`config.mk`:
```
export PLATFORM = sky130hd
export DESIGN_NAME = mem_access_ctrl
export DESIGN_NICKNAME = d
export VERILOG_FILES = /design/src/rtl/mem_access_ctrl.sv
export SDC_FILE = /design/constraint.sdc
export NUM_CORES = 1
export LEC_CHECK = 0
export BUFFER_PORTS_ARGS = -buffer_cell sky130_fd_sc_hd__clkbuf_2
export CORE_AREA = 2 2 105 147
export DETAILED_ROUTE_END_ITERATION = 6
export DIE_AREA = 0 0 107 149
export MAX_ROUTING_LAYER = met4
export PLACE_DENSITY_LB_ADDON = 0.25
export SLEW_MARGIN = 25
export SYNTH_ARGS = -nofsm -noshare
export SYNTH_HDL_FRONTEND = slang
export SYNTH_SLANG_ARGS = --single-unit
```
`constraint.sdc`:
```
create_clock -name clk -period 2.1 [get_ports clk]
set_input_delay 0.42 -clock clk [delete_from_list [all_inputs] [get_ports clk]]
set_output_delay 0.42 -clock clk [all_outputs]
set_load 0.05 [all_outputs]
```
`src/rtl/mem_access_ctrl.sv`:
```
// mem_access_ctrl: sequences one load or store between the IorD address mux
// and the unified instruction/data memory. Stores narrower than a word are
// done as read-modify-write, loads land in the MDR, and a one-cycle done
// pulse lets the control FSM advance on a handshake.
module mem_access_ctrl #(
    parameter int RD_LAT = 2
) (
    input  logic        clk,
    input  logic        reset_n,
    input  logic [31:0] addr_in,
    input  logic        req_rd,
    input  logic        req_wr,
    input  logic [1:0]  size,
    input  logic        ld_signed,
    input  logic [31:0] wr_data,
    input  logic [31:0] mem_rdata,
    output logic [31:0] mem_addr,
    output logic        mem_wr,
    output logic [31:0] mem_wdata,
    output logic [31:0] mdr_out,
    output logic [31:0] ld_data,
    output logic        busy,
    output logic        done,
    output logic        err_align
);

    localparam int CW = (RD_LAT < 2) ? 1 : $clog2(RD_LAT + 1);

    typedef enum logic [2:0] {IDLE, RD_WAIT, WR, ERR, DONE} state_t;

    state_t          state_q;
    logic [CW-1:0]   cnt_q;
    logic [1:0]      off_q;
    logic [1:0]      size_q;
    logic            sgn_q;
    logic            is_wr_q;
    logic [15:0]     wdata_q;
    logic [31:0]     mem_addr_q;
    logic            mem_wr_q;
    logic [31:0]     mem_wdata_q;
    logic [31:0]     mdr_q;
    logic            done_q;
    logic            err_q;

    logic            req_word;
    logic            misaligned;
    logic [15:0]     ld_half;
    logic [7:0]      ld_byte;

    // Size code 11 behaves like a word; halfwords need an even address.
    assign req_word   = (size == 2'b00) || (size == 2'b11);
    assign misaligned = req_word ? (addr_in[1:0] != 2'b00)
                                 : ((size == 2'b01) && addr_in[0]);

    // Replace only the addressed little-endian lane(s) of the old word.
    function automatic logic [31:0] merge_lanes(input logic [31:0] old_word,
                                                input logic [15:0] new_data,
                                                input logic [1:0]  sz,
                                                input logic [1:0]  off);
        logic [31:0] w;
        w = old_word;
        if (sz == 2'b01) begin
            if (off[1]) w[31:16] = new_data;
            else        w[15:0]  = new_data;
        end else if (sz == 2'b10) begin
            case (off)
                2'd0:    w[7:0]   = new_data[7:0];
                2'd1:    w[15:8]  = new_data[7:0];
                2'd2:    w[23:16] = new_data[7:0];
                default: w[31:24] = new_data[7:0];
            endcase
        end
        return w;
    endfunction

    // Access sequencer: accept, wait out read latency, write, then pulse done.
    always_ff @(posedge clk or negedge reset_n) begin
        if (!reset_n) begin
            state_q     <= IDLE;
            cnt_q       <= '0;
            off_q       <= 2'b00;
            size_q      <= 2'b00;
            sgn_q       <= 1'b0;
            is_wr_q     <= 1'b0;
            wdata_q     <= '0;
            mem_addr_q  <= '0;
            mem_wr_q    <= 1'b0;
            mem_wdata_q <= '0;
            mdr_q       <= '0;
            done_q      <= 1'b0;
            err_q       <= 1'b0;
        end else begin
            case (state_q)
                IDLE: begin
                    if (req_rd || req_wr) begin
                        off_q   <= addr_in[1:0];
                        size_q  <= size;
                        sgn_q   <= ld_signed;
                        wdata_q <= wr_data[15:0];
                        is_wr_q <= !req_rd;
                        if (misaligned) begin
                            state_q <= ERR;
                            done_q  <= 1'b1;
                            err_q   <= 1'b1;
                        end else if (!req_rd && req_word) begin
                            state_q     <= WR;
                            mem_addr_q  <= {addr_in[31:2], 2'b00};
                            mem_wr_q    <= 1'b1;
                            mem_wdata_q <= wr_data;
                        end else begin
                            state_q    <= RD_WAIT;
                            mem_addr_q <= {addr_in[31:2], 2'b00};
                            cnt_q      <= CW'(1);
                        end
                    end
                end
                RD_WAIT: begin
                    if (cnt_q == CW'(RD_LAT)) begin
                        mdr_q <= mem_rdata;
                        if (is_wr_q) begin
                            state_q     <= WR;
                            mem_wr_q    <= 1'b1;
                            mem_wdata_q <= merge_lanes(mem_rdata, wdata_q, size_q, off_q);
                        end else begin
                            state_q <= DONE;
                            done_q  <= 1'b1;
                        end
                    end else begin
                        cnt_q <= cnt_q + 1'b1;
                    end
                end
                WR: begin
                    mem_wr_q <= 1'b0;
                    state_q  <= DONE;
                    done_q   <= 1'b1;
                end
                ERR: begin
                    done_q  <= 1'b0;
                    err_q   <= 1'b0;
                    state_q <= IDLE;
                end
                DONE: begin
                    done_q  <= 1'b0;
                    state_q <= IDLE;
                end
                default: begin
                    state_q <= IDLE;
                end
            endcase
        end
    end

    // Load result: pick the latched lane out of the MDR and extend it.
    always_comb begin
        ld_half = off_q[1] ? mdr_q[31:16] : mdr_q[15:0];
        case (off_q)
            2'd0:    ld_byte = mdr_q[7:0];
            2'd1:    ld_byte = mdr_q[15:8];
            2'd2:    ld_byte = mdr_q[23:16];
            default: ld_byte = mdr_q[31:24];
        endcase
        case (size_q)
            2'b01:   ld_data = {{16{sgn_q & ld_half[15]}}, ld_half};
            2'b10:   ld_data = {{24{sgn_q & ld_byte[7]}}, ld_byte};
            default: ld_data = mdr_q;
        endcase
    end

    assign mem_addr  = mem_addr_q;
    assign mem_wr    = mem_wr_q;
    assign mem_wdata = mem_wdata_q;
    assign mdr_out   = mdr_q;
    assign busy      = (state_q != IDLE);
    assign done      = done_q;
    assign err_align = err_q;

endmodule

```
Yosys cells after proc, flatten, opt, wreduce, memory -nomap -nowiden
Index checks and enable logic that the tools add are counted.
{"block": "totals", "register_bits": 124, "latch_bits": 0, "ram_bits": 0, "romBits": 0, "out_inout_bits": 132, "elab_cells": 103, "memories": 0}
{"block": "classes", "n_addsub": 1, "multipliers": 0, "n_div": 0, "n_lt_le_gt_ge": 0, "n_eq_ne": 20, "n_shift": 0, "mux": 41, "bitwise": 3, "reduce_logical": 25}
{"cell": "2-to-1 mux 32 bit", "count": 7}
{"cell": "case mux 32 bit (2 select lines)", "count": 2}
{"cell": "2-to-1 mux 16 bit", "count": 3}
{"cell": "2-to-1 mux 8 bit", "count": 4}
{"cell": "case mux 8 bit (3 select lines)", "count": 1}
{"cell": "inequality test 2 bit, second input constant", "count": 9}
{"cell": "2-to-1 mux 2 bit", "count": 6}
{"cell": "AND reduction 6 bit", "count": 2}
{"cell": "2-to-1 mux 1 bit", "count": 10}
{"cell": "AND reduction 5 bit", "count": 2}
{"cell": "2-to-1 mux 3 bit", "count": 3}
{"cell": "case mux 3 bit (3 select lines)", "count": 1}
{"cell": "== test 2 bit, second input constant", "count": 4}
{"cell": "== test 2 x 1 -> 1 bit, second input constant", "count": 3}
{"cell": "== test 3 x 2 -> 1 bit, second input constant", "count": 2}
{"cell": "AND reduction 2 bit", "count": 3}
{"cell": "AND reduction 3 bit", "count": 2}
{"cell": "nonzero test 2 bit", "count": 3}
{"cell": "nonzero test 3 bit", "count": 2}
{"cell": "zero test 2 bit", "count": 2}
{"cell": "case mux 1 bit (4 select lines)", "count": 1}
{"cell": "case mux 2 bit (2 select lines)", "count": 1}
{"cell": "nonzero test 4 bit", "count": 1}
{"cell": "== test 3 x 1 -> 1 bit, second input constant", "count": 1}
{"cell": "other kinds (12)", "count": 15}

Depth between registers and ports, before layout
{"block": "logic_depth", "ltp_word": 8, "ltp_mapped": 9}

Least setup slack after synthesis
No wires, ideal clock.
{"block": "synth_path", "path_type": "reg-to-output", "startpoint": "reg size_q[0]", "endpoint": "out ld_data[0]", "t_arrival_ns": 2.501, "path_slack_ns": -0.821, "stages_incl_launch_ff": 9, "n_path_buf": 1, "path_cell_list": "dfrtp_1 inv_1 ha_1 nor2b_2 or2_2 clkbuf_1 a22o_1 a22oi_1 o21ai_0"}
{"block": "synth_between", "elab_chain_len": 2}
{"element": "start: declaration", "line_no": "34", "source": "logic [1:0] size_q;"}
{"element": "start signal: assignment", "line_no": "97", "source": "size_q <= size;"}
{"element": "== test 2 bit or == test 2 x 1 -> 1 bit (tied branches)", "line_no": "162", "source": "case (size_q)"}
{"element": "case mux 32 bit (2 select lines) (*)", "line_no": "162"}
{"element": "end: declaration", "line_no": "21", "source": "output logic [31:0] ld_data,"}
Every way passes the cells marked *; elsewhere a longest branch is shown, timed or not.

Worst setup path in the final report
{"block": "layout_path", "startpoint": "reg size_q[0]", "endpoint": "out ld_data[24]"}
Same word-level chain as after synthesis.

==> impl_metrics.json <==
{
  "outcome": "complete, but fails checks",
  "violations": "negative hold slack, negative setup slack",
  "yosys.area_share.adder": 0.00759,
  "final.setup.tns_ns": -11.80,
  "final_nets": 977,
  "synth-seq-area-share": 0.470,
  "cpLargestDelayFamily": "buffers and inverters",
  "gr-usage-all-layers": 0.265,
  "clock_sinks": 124,
  "holdWs_ns": -0.00764,
  "fmax_ghz": 0.392,
  "cts_tree": "built",
  "routedWlPerCell_um": 18.9,
  "grt_pass1_wl_mm": 31.7,
  "synth_area_um2": 6600,
  "critPathArrivalTime_ns": 2.13,
  "globalRouteMet2Util": 0.460,
  "crit_chain": "inv_2 -> ha_4 -> nor2b_4 -> and2b_1 -> nand2_2 -> a31oi_4 -> buf_6 -> buf_12 -> a21o_1 -> buf_8",
  "rsz0062_at_grt": "true",
  "portBuffers": 232,
  "cts-root-buf": "clkbuf_16",
  "antenna_cells": 0,
  "drt-vias-per-instance": 5.52,
  "clk_latency_ns": 0.41,
  "via_count": 5932,
  "area_growth_pct": 46.5,
  "min_period_ns": 2.55,
  "finClkSkew_ns": 0.00894,
  "path_clk_slew_ns": 0.06,
  "setup_violations": 32,
  "io_pins": 235,
  "yosys_register_bits": 124,
  "synthCells": 615,
  "maxSlewViolCount": 0,
  "ys_warn_count": 0,
  "met1_usage": 0.291,
  "firstDrtPassIters": 4,
  "cp_num_buf_inv": 4,
  "grt_max_degree": 74,
  "grt_overflow": 0,
  "die-area_um2": 15900,
  "n_fill_cell": 1182,
  "hold_class": "input port to async pin",
  "htree_levels": 4,
  "dp_hpwl_mm": 14.7,
  "initial_core_util": 0.446,
  "avgSynthCellArea_um2": 10.7,
  "core.rowCount": 53,
  "drt_first_iter_violations": 266,
  "routabilityCongestion": 0.907,
  "die_height_um": 149,
  "drcViolationCount": 0,
  "worstPathRequired_ns": 1.68,
  "setup.worst_path.class": "flop to output pin",
  "slowest_delay_ns": 0.39,
  "grt_use_met3": 0.0524,
  "ant_nets": 0,
  "routed_wl_mm": 20.3,
  "antenna_found_initial": 0,
  "cts_max_path_buffers": 2,
  "drv_cap": 0,
  "final-hold-violation-count": 4,
  "cts_made_buffers": 17,
  "gr-max-usage-layer": "met2",
  "synth_xor_area_frac": 0,
  "ys_async_sr_fraction": 1.00,
  "postLayoutSetupSlackWorst_ns": -0.451,
  "synth_top_family_by_area": "multiplexers",
  "cp_slowest_cell": "dfrtp_1",
  "synthMuxAreaShare": 0.209,
  "finalCritPeriodShare": 1.21,
  "ys.flop_type": "dfrtp_1",
  "yosysUniqueCellTypes": 47,
  "first_global_vias": 6075,
  "yosys.area_share.simple": 0.0994,
  "synth_compound_area_frac": 0.166,
  "startpoint_type": "flop",
  "synth-edff-count": 0,
  "layout-drive-gt1-share": 0.525,
  "crit_fanout": 8,
  "end_kind": "output pin",
  "die_x_um": 107,
  "coreArea_um2": 14800
}
[sequential cells by signal, indices dropped and copies added, names as in the netlist]
register,flops
state_q,3
off_q,2
sgn_q,1
size_q,2
mem_addr,30
done,1
err_align,1
mem_wr,1
wdata_q,16
cnt_q,2
mdr_out,32
is_wr_q,1
mem_wdata,32
[through the flow]
stage | area (um2) | std cells | setup WS (ns) | utilization
3_5_place_dp | 8400 | 1032 | -0.167 | 0.568
5_1_grt | 9660 | 1075 | -0.549 | 0.653
4_1_cts | 9520 | 1069 | -0.444 | 0.644
6_report | 9660 | 1075 | -0.451 | 0.653
2_1_floorplan | 6780 | 616 | -0.123 | -
3_3_place_gp | 8400 | 1032 | -0.0816 | 0.568
[synthesized netlist by cell type, types with 4 or more instances]
master | number | area [um2]
clkbuf_1 | 16 | 60.1
o21ai_0 | 45 | 225
a211oi_1 | 15 | 113
buf_2 | 22 | 110
a21oi_1 | 17 | 85.1
mux2i_1 | 40 | 400
nor2b_1 | 4 | 25.0
inv_1 | 15 | 56.3
a22o_1 | 7 | 61.3
nand3_1 | 11 | 55.1
a221oi_1 | 15 | 131
nand2_1 | 61 | 229
mux2_4 | 30 | 450
mux2_2 | 47 | 529
nor3_1 | 6 | 30.0
a221o_1 | 7 | 70.1
a22oi_1 | 7 | 52.6
a21o_1 | 32 | 240
buf_4 | 5 | 37.5
ha_1 | 4 | 50.1
nor2_1 | 51 | 191
dfrtp_1 | 124 | 3100
[cell type report]
class                           instances  area, um2  share of cell area
Multi-Input combinational cell        429       3520               0.364
Clock inverter                         14        195              0.0202
Tap cell                              192        240              0.0249
Clock buffer                           18        439              0.0455
Timing Repair Buffer                  283       2100               0.218
Inverter                               15       56.3             0.00583
Sequential cell                       124       3110               0.322
[logic make-up after synthesis]
| kind of cell | Yosys count |
|---|---|
| mux | 117 |
| simple gates | 146 |
| other cells | 1 |
| buf+inv | 63 |
| flops | 124 |
| fa+ha+maj | 4 |
| compound gates | 160 |
[metal layers]
layer | routed length, um | share of wire
met5 | 0 | 0
met4 | 769 | 0.038
met3 | 1150 | 0.057
met2 | 10800 | 0.53
met1 | 7630 | 0.38
[worst paths after layout]
path | startpoint | endpoint | slack (ns) | cells after the start
worst min-delay path | reset_n | mem_wdata[28] | -0.008 | 2
max in group asynchronous | reset_n | mdr_out[18] | 1.71 | 2
worst min register to register | mem_wdata[12] | mem_wdata[12] | 0.47 | 2
worst max-delay path | size_q[0] | ld_data[24] | -0.45 | 10
worst max register to register | size_q[0] | mem_wdata[8] | 0.09 | 9
min in group clk | addr_in[27] | mem_addr[27] | 0.24 | 2
[layout by cell type (no fill, tap or decap), types with 3 or more instances in the layout]
cell type  count
o21ai_2        8
a21o_2         3
clkbuf_2     200
nor2_1        51
nand3_1       10
buf_6          3
a221oi_2       5
a22o_1         7
a21o_1        19
nor2b_1        3
a221oi_1      10
a22oi_2        7
mux2_4        30
a221o_2        7
buf_8         14
bufinv_16      4
a21o_4        10
clkbuf_16     26
clkinv_2       3
buf_12        13
dfrtp_2        5
o21ai_0       34
o21ai_1        3
inv_1         14
nand2_2        3
clkinv_4       6
buf_4         37
clkbuf_8       8
nand2_1       57
dfrtp_1      119
o21ai_4        3
a211oi_1      15
a21oi_1       16
mux2_2        47
nor3_1         5
mux2i_1       39
[timing repair]
item	CTS	global route
buffers inserted	4	6
setup endpoints to repair	42	46
pin swaps	7	11
resized for setup	92	30
gates cloned	1	1
hold buffers	0	0
Power is not shown: default switching activity piles up to over one toggle a cycle in this logic, so the estimate is an artifact.
